<file path="src/rtl/multicycle_ctrl.sv">
// Purpose : multicycle RV32 subset control FSM (R, IALU, LOAD, STORE, JALR) with a retire counter.
// Latency : 4 cycles per R/IALU/JALR, 5 per LOAD, 4 per STORE, plus memory wait cycles in FETCH and MEM.
// Backpres: mem_req/mem_we/addr_sel hold steady until mem_ready; run gates only the start of a fetch.
// Ports   : clk, rst_n (async, active-low); run, opcode (IR[6:0]), mem_ready in;
//           mem_req, mem_we, addr_sel, ir_write, pc_write, pc_src, alu_src_b, alu_op,
//           reg_write, mem_to_reg, illegal, state, instret out.
module multicycle_ctrl #(
  parameter int OPC_W = 7
) (
  input  logic             clk,
  input  logic             rst_n,
  input  logic             run,
  input  logic [OPC_W-1:0] opcode,
  input  logic             mem_ready,
  output logic             mem_req,
  output logic             mem_we,
  output logic             addr_sel,
  output logic             ir_write,
  output logic             pc_write,
  output logic             pc_src,
  output logic             alu_src_b,
  output logic [1:0]       alu_op,
  output logic             reg_write,
  output logic [1:0]       mem_to_reg,
  output logic             illegal,
  output logic [2:0]       state,
  output logic [31:0]      instret
);

  typedef enum logic [2:0] {
    FETCH  = 3'd0,
    DECODE = 3'd1,
    EXEC   = 3'd2,
    MEM    = 3'd3,
    WB     = 3'd4,
    TRAP   = 3'd5
  } stateT;

  localparam logic [OPC_W-1:0] OPC_R     = OPC_W'(7'b0110011);
  localparam logic [OPC_W-1:0] OPC_LOAD  = OPC_W'(7'b0000011);
  localparam logic [OPC_W-1:0] OPC_IALU  = OPC_W'(7'b0010011);
  localparam logic [OPC_W-1:0] OPC_JALR  = OPC_W'(7'b1100111);
  localparam logic [OPC_W-1:0] OPC_STORE = OPC_W'(7'b0100011);

  stateT stateReg;
  stateT stateNext;
  logic  fetchPend;   // a fetch request is outstanding, so it must survive run dropping
  logic  retire;
  logic  isR, isLoad, isIalu, isJalr, isStore, isLegal;

  assign isR     = (opcode == OPC_R);
  assign isLoad  = (opcode == OPC_LOAD);
  assign isIalu  = (opcode == OPC_IALU);
  assign isJalr  = (opcode == OPC_JALR);
  assign isStore = (opcode == OPC_STORE);
  assign isLegal = isR | isLoad | isIalu | isJalr | isStore;

  assign state = stateReg;

  always_ff @(posedge clk or negedge rst_n) begin
    if (!rst_n) begin
      stateReg  <= FETCH;
      fetchPend <= 1'b0;
      instret   <= 32'd0;
    end else begin
      stateReg  <= stateNext;
      fetchPend <= (stateReg == FETCH) && mem_req && !mem_ready;
      if (retire) instret <= instret + 32'd1;   // wraps naturally at 2^32
    end
  end

  always_comb begin
    stateNext  = stateReg;
    mem_req    = 1'b0;
    mem_we     = 1'b0;
    addr_sel   = 1'b0;
    ir_write   = 1'b0;
    pc_write   = 1'b0;
    pc_src     = 1'b0;
    alu_src_b  = 1'b0;
    alu_op     = 2'b00;
    reg_write  = 1'b0;
    mem_to_reg = 2'b00;
    illegal    = 1'b0;
    retire     = 1'b0;
    // Outputs are gated by rst_n so that reset clears them without waiting for a clock.
    if (rst_n) begin
      case (stateReg)
        FETCH: begin
          mem_req = run | fetchPend;
          if (mem_req && mem_ready) begin
            ir_write  = 1'b1;
            pc_write  = 1'b1;
            stateNext = DECODE;
          end
        end
        DECODE: stateNext = isLegal ? EXEC : TRAP;
        EXEC: begin
          if (isR) begin
            alu_op    = 2'b10;
            stateNext = WB;
          end else if (isIalu) begin
            alu_src_b = 1'b1;
            alu_op    = 2'b11;
            stateNext = WB;
          end else if (isLoad || isStore) begin
            alu_src_b = 1'b1;
            stateNext = MEM;
          end else if (isJalr) begin
            alu_src_b = 1'b1;
            stateNext = WB;
          end else begin
            stateNext = FETCH;
          end
        end
        MEM: begin
          mem_req  = 1'b1;
          addr_sel = 1'b1;
          mem_we   = isStore;
          if (mem_ready) begin
            stateNext = isStore ? FETCH : WB;
            retire    = isStore;
          end
        end
        WB: begin
          reg_write = 1'b1;
          retire    = 1'b1;
          stateNext = FETCH;
          if (isLoad) begin
            mem_to_reg = 2'b01;
          end else if (isJalr) begin
            // rd takes the current PC (already PC+4) while PC moves to ALUOut.
            mem_to_reg = 2'b10;
            pc_write   = 1'b1;
            pc_src     = 1'b1;
          end
        end
        TRAP: illegal = 1'b1;
        default: stateNext = FETCH;
      endcase
    end
  end

endmodule

</file>
<file path="config.mk">
export PLATFORM = sky130hd
export DESIGN_NAME = multicycle_ctrl
export DESIGN_NICKNAME = d
export VERILOG_FILES = /design/src/rtl/multicycle_ctrl.sv
export SDC_FILE = /design/constraint.sdc
export NUM_CORES = 1
export LEC_CHECK = 0
export CAP_MARGIN = 10
export CORE_ASPECT_RATIO = 0.6
export CORE_MARGIN = 8
export CORE_UTILIZATION = 44
export DETAILED_ROUTE_END_ITERATION = 10
export GPL_ROUTABILITY_DRIVEN = 1
export PLACE_DENSITY = 0.8
export SYNTH_ARGS = -nofsm -noshare
export SYNTH_HDL_FRONTEND = slang
export SYNTH_SLANG_ARGS = --single-unit
</file>
<file path="constraint.sdc">
create_clock -name clk -period 2.38 [get_ports clk]
set_input_delay 0.357 -clock clk [delete_from_list [all_inputs] [get_ports clk]]
set_output_delay 0.357 -clock clk [all_outputs]
set_load 0.02 [all_outputs]
</file>
==> metrics.txt <==
clock-pin slew on the worst setup and hold paths around 0.07 ns; antenna fix cells 0; Critical Path Sink Type output pin; root buffer selected by CTS sky130_fd_sc_hd__clkbuf_8; Detailed Route WL ~5000 um; Syn Inst Count ~190; worst hold slack between 0.2 and 0.3 ns; flip-flop cell with the highest count after synthesis sky130_fd_sc_hd__dfrtp_1; antenna-violating nets left 0; Max H-tree Level 2; full die area 6960 um2; die height around 68 um; vias after detailed routing about 1,700; maximum fanout along the worst path 3; sequential cell area fraction in the yosys report 45.6%; result of the run completed; Post-Synth Adder-Cell Area less than 1%; register bit total from synthesis 36; synthesized-area fraction occupied by xor and xnor cells ~14%; combined area of all synthesized cells around 2000 um2; Post-CTS Setup Repair Bufs 0; number of iterations in the first detailed-routing pass 4; combinational family with the most area after synthesis simple AND/OR/NAND/NOR gates; number of flops mapped to enable cells by yosys 0; required arrival time at the worst endpoint between 2 and 2.5 ns; Area after DPL ~2700 um2; period utilisation layout a little over nine tenths; most frequent cells in the layout sky130_fd_sc_hd__clkdlybuf4s50_1 (48), sky130_fd_sc_hd__dfrtp_1 (36), sky130_fd_sc_hd__xnor2_1 (19); DRC marker count from the first detailed-route iteration approximately 170; min-delay worst type input port to async pin; largest net degree at the start of global routing 36; Post-Synthesis Net Count 200; type of origin of the critical path input port; core box area about 4400 um2; Finish-stage setup viols 0; Synth Area in Simple Gates 25.9%; worst IR drop on VDD approximately 0.00059 V; DR vias/cell 5.15; Syn Area/Cell 10.5 um2; worst setup slack after layout 0.132 ns; count of placed standard cells including taps 317; die span in x approximately 100 um; slew at the pin closest to its max-slew limit 0.422 ns; final setup skew roughly 0.0075 ns; area of all placed cells without fillers between 2000 and 3000 um2; Synth Warn # 0; number of buffers added on ports 58; Netlist cell types between 50 and 60; Fin. Hold Viols 0; Period minus WS final 2.25 ns; commonest non-fill, non-tap cell in the layout sky130_fd_sc_hd__clkdlybuf4s50_1; global-route total usage across every layer roughly 15%; top achievable clock speed 0.445 GHz; pre-CTS WS -0.175 ns; Slew HR between 70% and 80%; total congestion overflow after global routing 0; max-capacitance violation count 0; final slew viol count 0; vias in the first global route 1,595; Boundary Pins 59; RSZ-0062 raised after global routing false; post-synthesis mux area share between 1.5 and 2%; share of the synthesized area in compound gates (AO/OA/AOI/OAI) under 10%; maximum clock path buffer count 2; global placement routability congestion 0.861; number of DRC violations after detailed routing 0; Initial Utilization ~44%; leakage power of the design 1.29 nW; Power Dens Cells 610 nW/um2; clock latency reported for the late side of the worst-skew pair slightly below 0.3 ns; detailed-placement wirelength estimate slightly below 4000 um; clock net sink count 36; number of standard cells in the layout, taps in and fillers out between 300 and 400; synthesis-to-layout area growth 42.1%; CTS tree yes; number of nets in the layout around 270; row cnt 19; share of final-layout standard cells stronger than drive strength 1 ~16%; total clock buffers created by CTS 5; Critical Path AT 1.89 ns; routed length per instance 15.2 um; first-pass GRT wire length 8170 um; Async SR Flop Fraction between 90% and 100%; kind of critical path input port to output pin; Final Util 63.1%; antenna violations before repair 0
-- what timing repair did --
action,4_1_cts,5_1_grt
hold buffers,1,0
resized for setup,7,3
endpoints found under the hold margin,1,0
setup endpoints to repair,8,3
-- kinds of logic (layout without fill, tap and decap cells) --
logic type	count (synthesis)	in the layout
mux	3	3
flops	36	36
xor+xnor	31	31
compound gates	18	18
buf+inv	14	89
fa+ha+maj	1	1
simple gates	85	85
-- per-stage QoR --
step | TNS (ns) | power (mW)
floorplan | 0 | 1.05
global placement | -0.363 | 1.29
detailed placement | -0.619 | 1.30
CTS | 0 | 1.72
global route | 0 | 1.80
finish | 0 | 1.71
-- cell usage after synthesis (4+ instances only) --
cell,n,area share (%)
sky130_fd_sc_hd__nor2_1,14,2.7
sky130_fd_sc_hd__inv_1,5,0.95
sky130_fd_sc_hd__dfrtp_1,36,46
sky130_fd_sc_hd__xnor2_1,19,8.4
sky130_fd_sc_hd__and3_1,6,1.9
sky130_fd_sc_hd__nand2_1,12,2.3
sky130_fd_sc_hd__nand3_1,8,2.0
sky130_fd_sc_hd__nor3_2,4,2.0
sky130_fd_sc_hd__nand4_1,12,3.8
sky130_fd_sc_hd__xor2_1,12,5.3
-- metal layers --
| metal | global-route usage, % | up-vias | share of wire [%] |
|---|---|---|---|
| met2 | 22.5 | 56 | 42 |
| met4 | 5.08 | 0 | 1.0 |
| met3 | 3.65 | 6 | 6.9 |
| met5 | 0 | - | 0 |
| met1 | 21.8 | 799 | 50 |
| li1 | - | 818 | - |
-- cell type report --
type / instances / area, um2
clock buffers: 5 / 68.8
clock inverters: 3 / 18.8
fillers: 377 / 1640
inverters: 6 / 22.5
multi-input cells: 138 / 1010
flip-flops and latches: 36 / 901
well taps: 63 / 78.8
repair buffers: 75 / 706
-- critical path: stages --
cell	delay, ns
sky130_fd_sc_hd__clkdlybuf4s50_1	0.43
sky130_fd_sc_hd__or2_2	0.33
sky130_fd_sc_hd__nor2_1	0.14
sky130_fd_sc_hd__and3_1	0.18
sky130_fd_sc_hd__nor2b_1	0.12
sky130_fd_sc_hd__dlygate4sd2_1	0.34
-- power by group --
part | switching (mW) | internal (mW)
sequential | 0.0532 | 0.657
combinational | 0.320 | 0.260
clock | 0.220 | 0.204
-- path summary, 6_finish.rpt --
| check | startpoint | end | slack, ns | depth (start not counted) |
|---|---|---|---|---|
| max in group asynchronous | rst_n | state[2] | 1.75 | 3 |
| min in group clk | instret[31] | instret[31] | 0.49 | 1 |
| worst max-delay path | opcode[2] | alu_op[0] | 0.13 | 6 |
| worst min register to register | instret[31] | instret[31] | 0.49 | 1 |
| worst min-delay path | rst_n | instret[17] | 0.26 | 3 |
| worst max register to register | state[1] | instret[1] | 0.42 | 5 |
-- state kept, by name, summed over array words and instances (netlist names) --
signal	flops
state	3
fetchPend	1
instret	32
(Power assumes the default switching activity.)
